<file path="src/rtl/spi_reg_pkg.sv">
// Shared definitions for the SPI-to-register bridge.
//   state_e   : bridge FSM states
//   FRAME_LEN : frame length at the default field widths
//   frame_len : frame length for arbitrary address/data widths
package spi_reg_pkg;

    typedef enum logic [2:0] {
        ST_IDLE,
        ST_CMD,
        ST_RD_ACCESS,
        ST_DATA,
        ST_WR_ACCESS,
        ST_DONE
    } state_e;

    localparam int unsigned DEF_NB_ADDR = 8;
    localparam int unsigned DEF_NB_DATA = 8;
    localparam int unsigned FRAME_LEN   = 1 + DEF_NB_ADDR + DEF_NB_DATA;

    // R/W bit + address field + data field
    function automatic int unsigned frame_len(input int unsigned nb_addr,
                                              input int unsigned nb_data);
        return 1 + nb_addr + nb_data;
    endfunction

endpackage

</file>
<file path="src/rtl/sync_2ff.sv">
// Two-flop synchronizer for asynchronous single-bit inputs, WIDTH bits wide.
//   clk, resetb : clock and async active-low reset
//   d           : asynchronous inputs
//   q           : synchronized outputs (reset to RST_VAL)
module sync_2ff #(
    parameter int unsigned          WIDTH   = 1,
    parameter logic [WIDTH-1:0]     RST_VAL = '0
) (
    input  logic             clk,
    input  logic             resetb,
    input  logic [WIDTH-1:0] d,
    output logic [WIDTH-1:0] q
);

    logic [WIDTH-1:0] meta_q, meta_d;
    logic [WIDTH-1:0] sync_q, sync_d;

    always_comb begin
        meta_d = d;
        sync_d = meta_q;
    end

    always_ff @(posedge clk or negedge resetb) begin
        if (!resetb) begin
            meta_q <= RST_VAL;
            sync_q <= RST_VAL;
        end else begin
            meta_q <= meta_d;
            sync_q <= sync_d;
        end
    end

    assign q = sync_q;

endmodule

</file>
<file path="src/rtl/spi_reg_bridge.sv">
// SPI (mode 0) slave to parallel register-bus bridge.
// Frame, MSB first: R/W (1 = read), address[NB_ADDR], data[NB_DATA].
//   clk, resetb              : system clock, async active-low reset
//   spi_sclk/csb/mosi        : asynchronous SPI inputs
//   spi_miso, spi_miso_oe    : SPI read data and its output enable
//   wr_req, rd_req           : one-clk register write / read strobes
//   addr_out, data_wr        : register address / write data
//   data_rd                  : register read data (combinational from slave)
module spi_reg_bridge
    import spi_reg_pkg::*;
#(
    parameter int unsigned NB_DATA = DEF_NB_DATA,
    parameter int unsigned NB_ADDR = DEF_NB_ADDR
) (
    input  logic               clk,
    input  logic               resetb,
    input  logic               spi_sclk,
    input  logic               spi_csb,
    input  logic               spi_mosi,
    output logic               spi_miso,
    output logic               spi_miso_oe,
    output logic               wr_req,
    output logic               rd_req,
    output logic [NB_ADDR-1:0] addr_out,
    output logic [NB_DATA-1:0] data_wr,
    input  logic [NB_DATA-1:0] data_rd
);

    localparam int unsigned FLEN  = frame_len(NB_ADDR, NB_DATA);
    localparam int unsigned CNT_W = $clog2(FLEN + 1);

    // Synchronized SPI inputs; csb idles high
    logic [2:0] sync_vec;
    logic       sclk_s, csb_s, mosi_s;

    sync_2ff #(
        .WIDTH   (3),
        .RST_VAL (3'b010)
    ) u_sync (
        .clk    (clk),
        .resetb (resetb),
        .d      ({spi_sclk, spi_csb, spi_mosi}),
        .q      (sync_vec)
    );

    assign sclk_s = sync_vec[2];
    assign csb_s  = sync_vec[1];
    assign mosi_s = sync_vec[0];

    state_e             state_q, state_d;
    logic [CNT_W-1:0]   cnt_q, cnt_d, cnt_inc;
    logic [NB_ADDR:0]   cmd_sr_q, cmd_sr_d;
    logic [NB_DATA-1:0] data_sr_q, data_sr_d;
    logic [NB_ADDR-1:0] addr_out_q, addr_out_d;
    logic [NB_DATA-1:0] data_wr_q, data_wr_d;
    logic               wr_req_q, wr_req_d;
    logic               rd_req_q, rd_req_d;
    logic               miso_q, miso_d;
    logic               miso_oe_q, miso_oe_d;
    logic               sclk_prev_q, sclk_prev_d;
    logic               csb_prev_q, csb_prev_d;
    logic [1:0]         settle_q, settle_d;

    logic settled, sclk_rise, sclk_fall, csb_fall, rd_mode;

    // The synchronizer reports its reset value for two clocks after reset;
    // csb edges are only trusted once real samples have reached csb_prev_q,
    // so a frame already in progress at reset release is never picked up.
    assign settled   = (settle_q == 2'd3);
    assign sclk_rise = sclk_s & ~sclk_prev_q;
    assign sclk_fall = ~sclk_s & sclk_prev_q;
    assign csb_fall  = settled & csb_prev_q & ~csb_s;
    assign rd_mode   = cmd_sr_q[NB_ADDR];

    // Next-state and output logic
    always_comb begin
        state_d     = state_q;
        cnt_d       = cnt_q;
        cmd_sr_d    = cmd_sr_q;
        data_sr_d   = data_sr_q;
        addr_out_d  = addr_out_q;
        data_wr_d   = data_wr_q;
        wr_req_d    = 1'b0;
        rd_req_d    = 1'b0;
        miso_d      = 1'b0;
        miso_oe_d   = 1'b0;
        sclk_prev_d = sclk_s;
        csb_prev_d  = csb_s;
        settle_d    = settled ? settle_q : settle_q + 2'd1;
        cnt_inc     = (cnt_q == CNT_W'(FLEN)) ? cnt_q : cnt_q + CNT_W'(1);

        unique case (state_q)
            ST_IDLE: begin
                if (csb_fall) begin
                    state_d = ST_CMD;
                    cnt_d   = '0;
                end
            end
            ST_CMD: begin
                if (sclk_rise) begin
                    cmd_sr_d = {cmd_sr_q[NB_ADDR-1:0], mosi_s};
                    cnt_d    = cnt_inc;
                    if (cnt_q == CNT_W'(NB_ADDR)) begin
                        if (cmd_sr_d[NB_ADDR]) begin
                            state_d    = ST_RD_ACCESS;
                            rd_req_d   = 1'b1;
                            addr_out_d = cmd_sr_d[NB_ADDR-1:0];
                        end else begin
                            state_d = ST_DATA;
                        end
                    end
                end
            end
            ST_RD_ACCESS: begin
                data_sr_d = data_rd;
                miso_oe_d = 1'b1;
                state_d   = ST_DATA;
            end
            ST_DATA: begin
                if (rd_mode) begin
                    miso_oe_d = 1'b1;
                    miso_d    = miso_q;
                    if (sclk_fall) begin
                        miso_d    = data_sr_q[NB_DATA-1];
                        data_sr_d = {data_sr_q[NB_DATA-2:0], 1'b0};
                    end
                    if (sclk_rise) begin
                        cnt_d = cnt_inc;
                        if (cnt_q == CNT_W'(FLEN - 1)) begin
                            state_d   = ST_DONE;
                            miso_oe_d = 1'b0;
                            miso_d    = 1'b0;
                        end
                    end
                end else if (sclk_rise) begin
                    data_sr_d = {data_sr_q[NB_DATA-2:0], mosi_s};
                    cnt_d     = cnt_inc;
                    if (cnt_q == CNT_W'(FLEN - 1)) begin
                        state_d    = ST_WR_ACCESS;
                        wr_req_d   = 1'b1;
                        addr_out_d = cmd_sr_q[NB_ADDR-1:0];
                        data_wr_d  = data_sr_d;
                    end
                end
            end
            ST_WR_ACCESS: begin
                state_d = ST_DONE;
            end
            ST_DONE: begin
                state_d = ST_DONE;
            end
            default: begin
                state_d = ST_IDLE;
            end
        endcase

        // csb high ends any frame: nothing further is issued or driven
        if ((state_q != ST_IDLE) && csb_s) begin
            state_d    = ST_IDLE;
            wr_req_d   = 1'b0;
            rd_req_d   = 1'b0;
            miso_d     = 1'b0;
            miso_oe_d  = 1'b0;
            addr_out_d = addr_out_q;
            data_wr_d  = data_wr_q;
        end
    end

    // State and output registers
    always_ff @(posedge clk or negedge resetb) begin
        if (!resetb) begin
            state_q     <= ST_IDLE;
            cnt_q       <= '0;
            cmd_sr_q    <= '0;
            data_sr_q   <= '0;
            addr_out_q  <= '0;
            data_wr_q   <= '0;
            wr_req_q    <= 1'b0;
            rd_req_q    <= 1'b0;
            miso_q      <= 1'b0;
            miso_oe_q   <= 1'b0;
            sclk_prev_q <= 1'b0;
            csb_prev_q  <= 1'b1;
            settle_q    <= 2'd0;
        end else begin
            state_q     <= state_d;
            cnt_q       <= cnt_d;
            cmd_sr_q    <= cmd_sr_d;
            data_sr_q   <= data_sr_d;
            addr_out_q  <= addr_out_d;
            data_wr_q   <= data_wr_d;
            wr_req_q    <= wr_req_d;
            rd_req_q    <= rd_req_d;
            miso_q      <= miso_d;
            miso_oe_q   <= miso_oe_d;
            sclk_prev_q <= sclk_prev_d;
            csb_prev_q  <= csb_prev_d;
            settle_q    <= settle_d;
        end
    end

    assign spi_miso    = miso_q;
    assign spi_miso_oe = miso_oe_q;
    assign wr_req      = wr_req_q;
    assign rd_req      = rd_req_q;
    assign addr_out    = addr_out_q;
    assign data_wr     = data_wr_q;

endmodule

</file>
<file path="config.mk">
export PLATFORM = sky130hd
export DESIGN_NAME = spi_reg_bridge
export DESIGN_NICKNAME = d
export VERILOG_FILES = /design/src/rtl/spi_reg_pkg.sv /design/src/rtl/sync_2ff.sv /design/src/rtl/spi_reg_bridge.sv
export SDC_FILE = /design/constraint.sdc
export NUM_CORES = 1
export LEC_CHECK = 0
export ABC_CLOCK_PERIOD_IN_PS = 2600
export CORE_MARGIN = 2
export CORE_UTILIZATION = 25
export DETAILED_ROUTE_END_ITERATION = 6
export GPL_TIMING_DRIVEN = 0
export SYNTH_ARGS = -nofsm -noshare
export SYNTH_HDL_FRONTEND = slang
export SYNTH_HIERARCHICAL = 1
export SYNTH_SLANG_ARGS = --single-unit
</file>
<file path="constraint.sdc">
create_clock -name clk -period 2.6 [get_ports clk]
set_input_delay 0.39 -clock clk [delete_from_list [all_inputs] [get_ports clk]]
set_output_delay 0.39 -clock clk [all_outputs]
set_load 0.05 [all_outputs]
</file>
# Word level (Yosys, flattened, before mapping)
# Cells that the tools add are included.
dict set report totals {
  wordCells 112
  out_inout_bits 20
  in_bits 13
  ff_bits 55
}
dict set report classes {
  addsub 2
  eq_ne 25
  bitwise_logic 9
  n_mux 47
  reduce_logical 14
}
# cell n
set op_table {}
lappend op_table {{2-to-1 mux 8 bit} 9}
lappend op_table {{case mux 8 bit (2 select lines)} 2}
lappend op_table {{2-to-1 mux 3 bit} 9}
lappend op_table {{2-to-1 mux 1 bit} 21}
lappend op_table {{!= test 3 bit, second input constant} 7}
lappend op_table {{!= test 2 bit, second input constant} 8}
lappend op_table {{2-to-1 mux 5 bit} 3}
lappend op_table {{case mux 3 bit (5 select lines)} 1}
lappend op_table {{== test 5 bit, second input constant} 2}
lappend op_table {{case mux 5 bit (2 select lines)} 1}
lappend op_table {{AND reduction 5 bit} 2}
lappend op_table {{AND reduction 8 bit} 1}
lappend op_table {{== test 3 x 2 -> 1 bit, second input constant} 2}
lappend op_table {{== test 3 bit, second input constant} 2}
lappend op_table {{nonzero test 2 bit} 3}
lappend op_table {{adder 5 x 1 -> 5 bit, second input constant} 1}
lappend op_table {{== test 5 x 4 -> 1 bit, second input constant} 1}
lappend op_table {{inverter 1 bit} 5}
lappend op_table {{bitwise AND 1 bit} 4}
lappend op_table {{AND reduction 4 bit} 1}
lappend op_table {{OR reduction 2 bit} 2}
lappend op_table {{== test 3 x 1 -> 1 bit, second input constant} 1}
lappend op_table {{logical NOT 3 bit} 1}
lappend op_table {{AND reduction 3 bit} 1}
lappend op_table {{7 further kinds} 7}

# Logic depth before layout (Yosys ltp)
dict set report logic_depth {
  word_depth 8
  mapped_depth 6
  ltp_nobuf 6
}

# Hierarchy
# The synthesis kept the hierarchy.
# mod area_each_um2 seq_area_each_um2 cells_per_inst instances
set modules_own_cells {}
lappend modules_own_cells {spi_reg_bridge 2363.5 1227.4 191 1}
lappend modules_own_cells {sync_2ff 152.6 152.6 6 1}

# Worst setup path before layout
# OpenSTA, ideal clock, no wires.
dict set report synth_timing {
  kind {flip-flop to flip-flop}
  start {register cnt_q[0]}
  end {register addr_out_q[0], in the netlist addr_out[0]}
  t_required_ns 2.475
  stages_incl_launch_ff 7
  setup_time_ns 0.125
  arrival_ns 1.749
  slack_ns 0.727
  period_less_slack_ns 1.873
  path_buffers 0
  cell_sequence {dfrtp_1 inv_1 ha_1 nor2b_4 a211oi_2 nor4_4 mux2_2}
}
dict set report synth_between {
  elab_chain_len 3
  word_cells_on_any_way 5
  cone_classes {eq/ne: 4; reduce/logical: 1}
}
# element line_no
set synth_lines {}
lappend synth_lines {{from (decl)} spi_reg_bridge.sv:51} ;# logic [CNT_W-1:0] cnt_q, cnt_d, cnt_inc;
lappend synth_lines {{from (signal assigned)} spi_reg_bridge.sv:187} ;# cnt_q <= cnt_d;
lappend synth_lines {{== test 5 bit or == test 5 x 4 -> 1 bit (tied branches)} {spi_reg_bridge.sv:138, spi_reg_bridge.sv:103}}
lappend synth_lines {{!= test 2 bit (no line)} n/a}
lappend synth_lines {{AND reduction 8 bit (no line) *} n/a}
lappend synth_lines {{to (signal assigned)} spi_reg_bridge.sv:190} ;# addr_out_q <= addr_out_d;
lappend synth_lines {{to (decl)} spi_reg_bridge.sv:54} ;# logic [NB_ADDR-1:0] addr_out_q, addr_out_d;
# Every way passes the cells marked *; elsewhere a longest branch is shown, timed or not.
# A chain may end at the register's enable or synchronous reset.

# Worst setup path after layout
dict set report layout_timing {
  start {register cnt_q[0]}
  end {register data_wr_q[6], in the netlist data_wr[6]}
}
dict set report layout_between {
  elab_chain_len 2
}
# element line_no
set layout_lines {}
lappend layout_lines {{== test 5 bit} spi_reg_bridge.sv:138} ;# if (cnt_q == CNT_W'(FLEN - 1)) begin
lappend layout_lines {{AND reduction 5 bit (no line)} n/a}
lappend layout_lines {{to (signal assigned)} spi_reg_bridge.sv:191} ;# data_wr_q <= data_wr_d;
lappend layout_lines {{to (decl)} spi_reg_bridge.sv:55} ;# logic [NB_DATA-1:0] data_wr_q, data_wr_d;
# No other way between the ends.

==> impl_metrics.json <==
{
  "endpoint_kind": "register",
  "synth_compound_area_share_pct": 6.81,
  "total_power_mw": 1.71,
  "start_util_pct": 25.7,
  "path_cells": "inv_1 > ha_1 > nor2b_4 > nand3_2 > nor4_4 > mux2_2",
  "synth.most_common_cell": "dfrtp_1",
  "post-dp-hpwl_um": 3330,
  "grt_max_degree": 30,
  "drive_above_1_share_pct": 26.9,
  "fin_nets": 254,
  "ir_drop_mv": 0.276,
  "netlist_instances": 197,
  "ys_warn_count": 6,
  "first_pass_iters": 4,
  "dpl_cell_area_um2": 3020,
  "crit_buf_inv": 1,
  "clock.fmax_mhz": 474,
  "synth_simple_gate_area_share_pct": 13.5,
  "synth_area_leaders": "dfrtp_1 (52%), mux2_2 (15%), mux2i_1 (4.8%), dfstp_2 (3.1%), a21oi_1 (2.8%)",
  "criticalPathCategory": "reg -> reg",
  "syn_area_per_cell_um2": 12.8,
  "clock_latency_ns": 0.31,
  "wl_um": 4670,
  "grtUsageTotal_pct": 8.88,
  "slew_violations": 0,
  "grt_pass1_vias": 1661,
  "drt_iter0_markers": 112,
  "ant_nets": 0,
  "rows": 36,
  "rsz0062_at_grt": "false",
  "numCtsBuffers": 5,
  "grt_overflow": 0,
  "fin_crit_ns": 2.11,
  "fp.dieH_um": 104,
  "synth_xor_area_share_pct": 0.348,
  "cts_tree": "yes",
  "p_leak_nw": 1.34,
  "synth_area_leader_cell": "dfrtp_1",
  "synth.distinct_cells": 42,
  "path_delay_family": "simple AND/OR/NAND/NOR gates",
  "wl_per_cell_um": 12.6,
  "fp.coreArea_um2": 9770,
  "clock_path_buffers": 2,
  "portBuffers": 32,
  "io_pins": 33,
  "hold_class": "in -> async",
  "vias": 1612,
  "syn2layout_area_growth_pct": 24.4,
  "antenna_found_initial": 0,
  "cts_sinks": 55,
  "yosys_register_bits": 55,
  "synth_top_family_by_area": "multiplexers",
  "post_cts_resized": 0,
  "synth_common_cells": "dfrtp_1 (52), mux2_2 (34), a21oi_1 (14)",
  "slew_headroom_pct": 58.3,
  "antenna_cells": 0,
  "synth-edff-count": 0,
  "crit_fanout": 8,
  "cp.arrival_ns": 2.31,
  "fin_crit_sh_pct": 81.2,
  "postLayoutCellArea_um2": 3130,
  "dieArea_um2": 10900,
  "drc": 0,
  "synth_fa_ha_area_share_pct": 1.99,
  "clk_pin_slew_ns": 0.10,
  "synth_top_area_share_pct": 51.7,
  "synth_mux_area_share_pct": 20.0,
  "via_per_inst": 4.35,
  "cts_htree_levels": 2,
  "seq_area_frac_synth_pct": 54.8,
  "grt_pass1_wl_um": 7980,
  "reg2reg_depth": 6,
  "syn_area_um2": 2520,
  "critical-path-slowest-cell": "nor4_4",
  "status": "finished clean",
  "cts-root-buf": "clkbuf_8",
  "finalHoldViolations": 0,
  "skew_ns": 0.00976,
  "syn_nets": 214,
  "die_x_um": 104,
  "async_reset_ff_share_pct": 100,
  "worstMarginPinSlew_ns": 0.626,
  "required_ns": 2.80,
  "slowest_delay_ns": 0.56,
  "setup_viol": 0,
  "post_cts.repair.setup_buffers": 0,
  "crit_cells": 6,
  "cts-hold-fix-buffers": 0,
  "start_kind": "register",
  "p_per_area_nw_per_um2": 547,
  "cap_violations": 0,
  "gp_congestion": 0.747,
  "ys.flop_type": "dfrtp_1"
}
cells by family after synthesis:
logic type,Yosys count
buffers and inverters,12
muxes,46
adders and majority gates,4
DFF,55
and+or+nand+nor,53
xor gates and xnor gates,1
AOI/OAI and AO/OA,26
per-layer routing:
metal	wire [um]	vias up	global-route usage [%]	share of wire, %
li1	-	784	-	-
met1	2310	797	11.9	49
met2	2150	27	14.4	46
met3	187	4	2.19	4.0
met4	27	0	2.03	0.58
met5	0	-	0	0
worst reg2reg max path, delay by kind of cell, from the launching register on:
kind / cells / cell delay [ns]
adder cells (fa/ha/maj): 1 / 0.14
buffers and inverters: 1 / 0.09
flip-flops: 1 / 0.46
multiplexers: 1 / 0.40
AND/OR/NAND/NOR: 3 / 0.93
where the power goes:
group          switching [mW]  internal (mW)
Clock                   0.282          0.287
Combinational          0.0818          0.106
Sequential             0.0478          0.909
placed cells by master, fill, tap and decap left out, types with 2 or more instances in the layout:
| cell | n |
|---|---|
| nor2_1 | 11 |
| ha_1 | 4 |
| dfrtp_1 | 52 |
| inv_1 | 3 |
| buf_2 | 7 |
| dfstp_2 | 3 |
| nand2b_1 | 3 |
| nand3_1 | 3 |
| nand3b_1 | 2 |
| clkdlybuf4s50_1 | 31 |
| a21oi_1 | 14 |
| nand4_1 | 3 |
| nor4_4 | 2 |
| o21ai_0 | 2 |
| or3_1 | 2 |
| clkbuf_8 | 5 |
| a31oi_1 | 2 |
| and2b_1 | 2 |
| mux2_2 | 34 |
| nor4_1 | 2 |
| nor2b_1 | 4 |
| nand2_1 | 10 |
| mux2i_1 | 12 |
final timing paths:
path,slack [ns],startpoint,endpoint
setup reg to reg,0.49,cnt_q[0],data_wr[6]
hold / removal,0.09,resetb,cnt_q[2]
max in group asynchronous,1.87,resetb,csb_prev_q
hold reg to reg,0.36,u_sync/meta_q[0],u_sync/q[0]
min in group clk,0.36,u_sync/meta_q[0],u_sync/q[0]
setup / recovery,0.49,cnt_q[0],data_wr[6]
sequential cells by signal (all words and copies together), names as in the netlist, 2 cells and up:
signal	cells
u_sync/meta_q	3
settle_q	2
data_wr	8
cmd_sr_q	9
data_sr_q	8
state_q	3
addr_out	8
u_sync/q	3
cnt_q	5
metrics by stage:
| step | setup TNS, ns | std cells | hold WS [ns] | setup slack [ns] | utilization [%] |
|---|---|---|---|---|---|
| global placement | -28.86 | 362 | 0.332 | -0.557 | 30.7 |
| detailed placement | 0 | 363 | 0.336 | 0.416 | 30.9 |
| CTS | 0 | 371 | 0.111 | 0.400 | 32.0 |
| floorplan | 0 | 197 | 0.0944 | 0.727 | - |
| global route | 0 | 371 | 0.139 | 0.313 | 32.0 |
| finish | 0 | 371 | 0.0903 | 0.489 | 32.0 |
layout make-up:
type                    instances  area, um2
clock buffers                   5       68.8
well taps                     133        166
plain buffers                   9       52.6
repair buffers                 33        335
fillers                       994       6640
clock inverters                 3       43.8
flip-flops and latches         55       1380
inverters                       3       11.3
multi-input cells             130       1070
Note: power is estimated with default switching activity, not from simulation.
